## src/rtl/regfile_writeback_pkg.sv

```systemverilog
// Shared constants and types for the register-file write-back path.
package regfile_writeback_pkg;

  localparam int unsigned REG_ADDR_W = 5;
  localparam int unsigned XLEN       = 32;

  localparam logic [2:0] F3_LB  = 3'b000;
  localparam logic [2:0] F3_LH  = 3'b001;
  localparam logic [2:0] F3_LW  = 3'b010;
  localparam logic [2:0] F3_LBU = 3'b100;
  localparam logic [2:0] F3_LHU = 3'b101;

  typedef enum logic {
    StIdle,
    StWaitLoad
  } wb_state_e;

endpackage

```

## src/rtl/load_extend.sv

```systemverilog
// Byte/halfword lane extraction and sign/zero extension of a raw memory word.
module load_extend
  import regfile_writeback_pkg::*;
(
  input  logic [2:0]      funct3,
  input  logic [1:0]      addr_lo,
  input  logic [XLEN-1:0] rdata,
  output logic [XLEN-1:0] ext_data
);

  logic [7:0]  byte_v;
  logic [15:0] half_v;

  always_comb begin
    byte_v = rdata[7:0];
    unique case (addr_lo)
      2'd0: byte_v = rdata[7:0];
      2'd1: byte_v = rdata[15:8];
      2'd2: byte_v = rdata[23:16];
      2'd3: byte_v = rdata[31:24];
    endcase
    half_v = addr_lo[1] ? rdata[31:16] : rdata[15:0];
  end

  always_comb begin
    ext_data = rdata;
    case (funct3)
      F3_LB:   ext_data = {{24{byte_v[7]}}, byte_v};
      F3_LH:   ext_data = {{16{half_v[15]}}, half_v};
      F3_LBU:  ext_data = {24'h000000, byte_v};
      F3_LHU:  ext_data = {16'h0000, half_v};
      default: ext_data = rdata;
    endcase
  end

endmodule

```

## src/rtl/regfile_writeback.sv

```systemverilog
// Write-side sequencer: ALU results pass through, loads wait for memory, with
// registered single-cycle write pulses and a pending-load scoreboard.
module regfile_writeback
  import regfile_writeback_pkg::*;
#(
  parameter int unsigned TIMEOUT_CYCLES = 16
) (
  input  logic                  clk,
  input  logic                  reset,
  input  logic                  req_valid,
  output logic                  req_ready,
  input  logic [REG_ADDR_W-1:0] req_rd,
  input  logic                  req_is_load,
  input  logic [2:0]            req_funct3,
  input  logic [1:0]            req_addr_lo,
  input  logic [XLEN-1:0]       req_data,
  input  logic                  mem_rvalid,
  input  logic [XLEN-1:0]       mem_rdata,
  output logic                  regWrite,
  output logic [REG_ADDR_W-1:0] rd_data,
  output logic [XLEN-1:0]       write_data,
  output logic                  busy,
  output logic [REG_ADDR_W-1:0] busy_rd,
  output logic                  load_err
);

  localparam logic [7:0] TimeoutLast = 8'(TIMEOUT_CYCLES - 1);

  wb_state_e             state_q;
  logic [REG_ADDR_W-1:0] ld_rd_q;
  logic [2:0]            ld_f3_q;
  logic [1:0]            ld_lane_q;
  logic [7:0]            cnt_q;
  logic [XLEN-1:0]       ld_value;

  load_extend u_load_extend (
    .funct3   (ld_f3_q),
    .addr_lo  (ld_lane_q),
    .rdata    (mem_rdata),
    .ext_data (ld_value)
  );

  assign req_ready = (state_q == StIdle);
  assign busy      = (state_q == StWaitLoad);
  assign busy_rd   = busy ? ld_rd_q : '0;

  always_ff @(posedge clk or negedge reset) begin
    if (!reset) begin
      state_q    <= StIdle;
      ld_rd_q    <= '0;
      ld_f3_q    <= '0;
      ld_lane_q  <= '0;
      cnt_q      <= '0;
      regWrite   <= 1'b0;
      rd_data    <= '0;
      write_data <= '0;
      load_err   <= 1'b0;
    end else begin
      regWrite <= 1'b0;
      load_err <= 1'b0;
      unique case (state_q)
        StIdle: begin
          if (req_valid) begin
            if (req_is_load) begin
              ld_rd_q   <= req_rd;
              ld_f3_q   <= req_funct3;
              ld_lane_q <= req_addr_lo;
              cnt_q     <= '0;
              state_q   <= StWaitLoad;
            end else if (req_rd != '0) begin
              regWrite   <= 1'b1;
              rd_data    <= req_rd;
              write_data <= req_data;
            end
          end
        end
        StWaitLoad: begin
          cnt_q <= cnt_q + 8'd1;
          // Data arriving on the timeout cycle still wins over the error.
          if (mem_rvalid) begin
            state_q <= StIdle;
            if (ld_rd_q != '0) begin
              regWrite   <= 1'b1;
              rd_data    <= ld_rd_q;
              write_data <= ld_value;
            end
          end else if (cnt_q == TimeoutLast) begin
            state_q  <= StIdle;
            load_err <= 1'b1;
          end
        end
        default: state_q <= StIdle;
      endcase
    end
  end

endmodule

```

## config.mk

```make
export PLATFORM = sky130hd
export DESIGN_NAME = regfile_writeback
export DESIGN_NICKNAME = d
export VERILOG_FILES = /design/src/rtl/regfile_writeback_pkg.sv /design/src/rtl/load_extend.sv /design/src/rtl/regfile_writeback.sv
export SDC_FILE = /design/constraint.sdc
export NUM_CORES = 1
export LEC_CHECK = 0
export ABC_AREA = 1
export BUFFER_PORTS_ARGS = -buffer_cell sky130_fd_sc_hd__buf_2
export CAP_MARGIN = 25
export CORE_MARGIN = 1
export CORE_UTILIZATION = 50
export DETAILED_ROUTE_END_ITERATION = 6
export PLACE_DENSITY = 0.88
export SLEW_MARGIN = 20
export SYNTH_ARGS = -nofsm -noshare
export SYNTH_HDL_FRONTEND = slang
export SYNTH_SLANG_ARGS = --single-unit
```

## constraint.sdc

```tcl
create_clock -name clk -period 4 [get_ports clk]
set_input_delay 0.6 -clock clk [delete_from_list [all_inputs] [get_ports clk]]
set_output_delay 0.6 -clock clk [all_outputs]
set_load 0.02 [all_outputs]
```

==> flow_summary_export.csv <==
group,metric,value,unit
yosys,yosysSeqAreaShare,41.6,%
power,peakVddDrop,0.254,mV
place,place_congestion,0.897,
yosys,async_flop_share,100,%
clock_network,numCtsBuffers,9,
yosys,synth_area,3490,sq um
floorplanning,core,6760,sq um
cells_and_area,final_cell_mix,"nand2_1, buf_2, nor2_1",
worst_setup_path,cp_slowest_cell,"dfrtp_1",
cells_and_area,drive_gt1_share,25.2,%
clock_network,clockBufferDepth,2,
global_routing,gr-usage-met1,34.8,%
power,p_per_area,524,nW/um^2
floorplanning,die_h,85.5,um
worst_setup_path,startpoint_type,"flip-flop",
yosys,synth_edf_count,0,
sta,tightest_slew,1.01,ns
worst_setup_path,worstReg2RegStart,"ld_f3_q[1]",
run_status,outcome,"completed",
floorplanning,die-width,85.5,um
yosys,avgSynthCellArea,6.82,sq um
yosys,synth_cell_types,29,
clock_network,cts_tree,"done",
sta,maxSlewViolCount,0,
place,dp_hpwl,7.13,mm
cells_and_area,layout_commonest_cell,"nand2_1",
global_routing,track_usage,27.7,%
yosys,ys.flop_type,"dfrtp_1",
global_routing,grt_pass1_wl,15.7,mm
sta,period_needed,2.68,ns
route,routed_wl,9.62,mm
sta,setup_viol,0,
global_routing,grt_max_degree,46,
power,swShare,42.0,%
yosys,syn-instance-count,512,
sta,period_share,66.9,%
clock_network,clkTransAtPathRegs,0.06,ns
route,vias,3727,
clock_network,root_buffer,"clkbuf_8",
worst_setup_path,critical_path_class,"flip-flop to primary output",
cells_and_area,layout.nets,702,
yosys,synth_nets,592,
route,first_iter_violations,287,
cells_and_area,n_antenna_cell,0,
sta,skew,0.00492,ns
power,clkPwrFrac,21.1,%
worst_setup_path,cp_slowest_stage_delay,0.89,ns
sta,max_freq,0.374,GHz
cells_and_area,fin_cells,707,
power,combPwrFrac,38.9,%
clock_network,post_cts_resized,0,
cells_and_area,fin_util,62.5,%
flow_run,maxCapViolCount,0,
worst_setup_path,crit_chain,"inv_2 > buf_2",
global_routing,grt_busiest_layer,"met2",
worst_setup_path,crit_path_max_fanout,45,
clock_network,postCtsSetupBuffers,0,
global_routing,antenna_found_initial,0,
cells_and_area,postLayoutCellArea,4220,sq um
worst_setup_path,worstPathRequired,3.40,ns
global_routing,grt_pass1_vias,3418,
global_routing,grt_util_met3,7.70,%
cells_and_area,n_fill_cell,614,
place,placed_cell_area,4060,sq um
worst_setup_path,startpoint,"busy",
cells_and_area,area_growth,20.9,%
sta,timing_hold_violations_final,0,
power,p_leak,2.41,nW
power,seqPwrFrac,40.0,%
route,ant_nets,0,
place,port-buffer-count,124,
worst_setup_path,setup.worst_path.end_class,"primary output",
worst_setup_path,regToRegSetupSlack,1.73,ns
place,place_inst,691,
sta,rsz0062_at_grt,"no",
floorplanning,initial_core_util,51.6,%
route,dr.pass1.iters,5,
floorplanning,dieArea,7320,sq um
yosys,ys_seq_elements,58,
global_routing,grt_util_met2,43.3,%
clock_network,cts.sinks,58,
floorplanning,ioPinCount,125,
worst_setup_path,endpoint,"req_ready",
route,viasPerCell,5.27,
sta,maxSlewHeadroom,32.7,%
route,wl_per_cell,13.6,um
power,internal_power,0.00128,W
yosys,yosys_warnings,0,
power,power.total,0.00221,W
clock_network,htree_levels,3,
power,p_sw,0.000931,W
floorplanning,std_cell_rows,30,
route,drc_errors,0,
clock_network,cts_hold_buf,0,
worst_setup_path,r2r.worst_path.cells,7,
worst_setup_path,crit_arrival,2.08,ns
worst_hold_path,hold_path.class,"input port to async pin",
clock_network,insertion_delay,0.33,ns
sta,setup_tns,0,ns
worst_setup_path,r2r_end,"write_data[21]",
global_routing,overflow,0,
-- registers in the layout (all words and copies together) (netlist names) --
register    flops
write_data     32
cnt_q           8
ld_rd_q         5
rd_data         5
ld_f3_q         3
ld_lane_q       2
busy            1
load_err        1
regWrite        1
-- worst min-delay path by stage --
stage / start / to / slack [ns] / cells after the start
after CTS: reset / write_data[12] / 0.24 / 1
after global placement: write_data[1] / write_data[1] / 0.46 / 2
final: reset / write_data[1] / 0.23 / 1
after global routing: reset / write_data[1] / 0.26 / 1
after floorplan: reset / busy / 0.30 / 0
after detailed placement: write_data[1] / write_data[1] / 0.46 / 2
-- critical path, delay by kind of cell (launching register included) --
| kind | cells | cell delay (ns) |
|---|---|---|
| DFF | 1 | 0.89 |
| buffers and inverters | 2 | 0.85 |
-- cell usage after synthesis, types with 2 or more instances --
cell	n	area [sq um]
a21oi_1	44	220
a21oi_2	4	35.0
buf_2	9	45.0
buf_4	6	45.0
buf_6	5	56.3
clkbuf_1	8	30.0
dfrtp_1	58	1450
inv_1	45	169
inv_2	2	7.51
nand2_1	166	623
nand2_2	3	18.8
nand3_1	40	200
nand3_2	2	20.0
nor2_1	73	274
nor2_2	2	12.5
nor3_1	2	10.0
o21ai_0	31	155
-- metal layers --
metal / part of all wire, % / up-vias
li1: - / 1827
met1: 41 / 1669
met4: 4.6 / 0
met3: 7.9 / 45
met5: 0 / -
met2: 46 / 186
-- per-stage QoR --
stage / hold slack (ns) / setup slack (ns)
after detailed placement: 0.462 / 1.69
after CTS: 0.238 / 1.34
final: 0.226 / 1.32
after floorplan: 0.304 / 2.39
after global routing: 0.256 / 1.18
after global placement: 0.460 / 1.76
-- logic make-up (layout without fill, tap and decap cells) --
kind of cell | after synthesis | in the layout | synth area share, %
simple gates | 294 | 294 | 34.9
compound gates | 81 | 81 | 12.2
buf+inv | 76 | 191 | 10.4
flops | 58 | 58 | 41.6
xor+xnor | 2 | 2 | 0.502
fa+ha+maj | 1 | 1 | 0.358
-- power groups by stage --
| stage | sequential (W) | clock (W) | combinational (W) |
|---|---|---|---|
| floorplan | 0.000997 | 0 | 0.000481 |
| global route | 0.000908 | 0.000499 | 0.000957 |
| global placement | 0.000883 | 0 | 0.000831 |
| CTS | 0.000884 | 0.000474 | 0.000861 |
| finish | 0.000886 | 0.000467 | 0.000860 |
| detailed placement | 0.000890 | 0 | 0.000858 |
-- area by class of cell --
cell class / count / area [sq um] / area share, %
sequential: 58 / 1450 / 34.4
inverter: 48 / 188 / 4.45
timing repair buffer: 127 / 643 / 15.2
tap: 80 / 100 / 2.37
clock buffer: 13 / 149 / 3.53
clock inverter: 3 / 15.0 / 0.356
multi-input combinational: 378 / 1670 / 39.7
(Power assumes the default switching activity.)
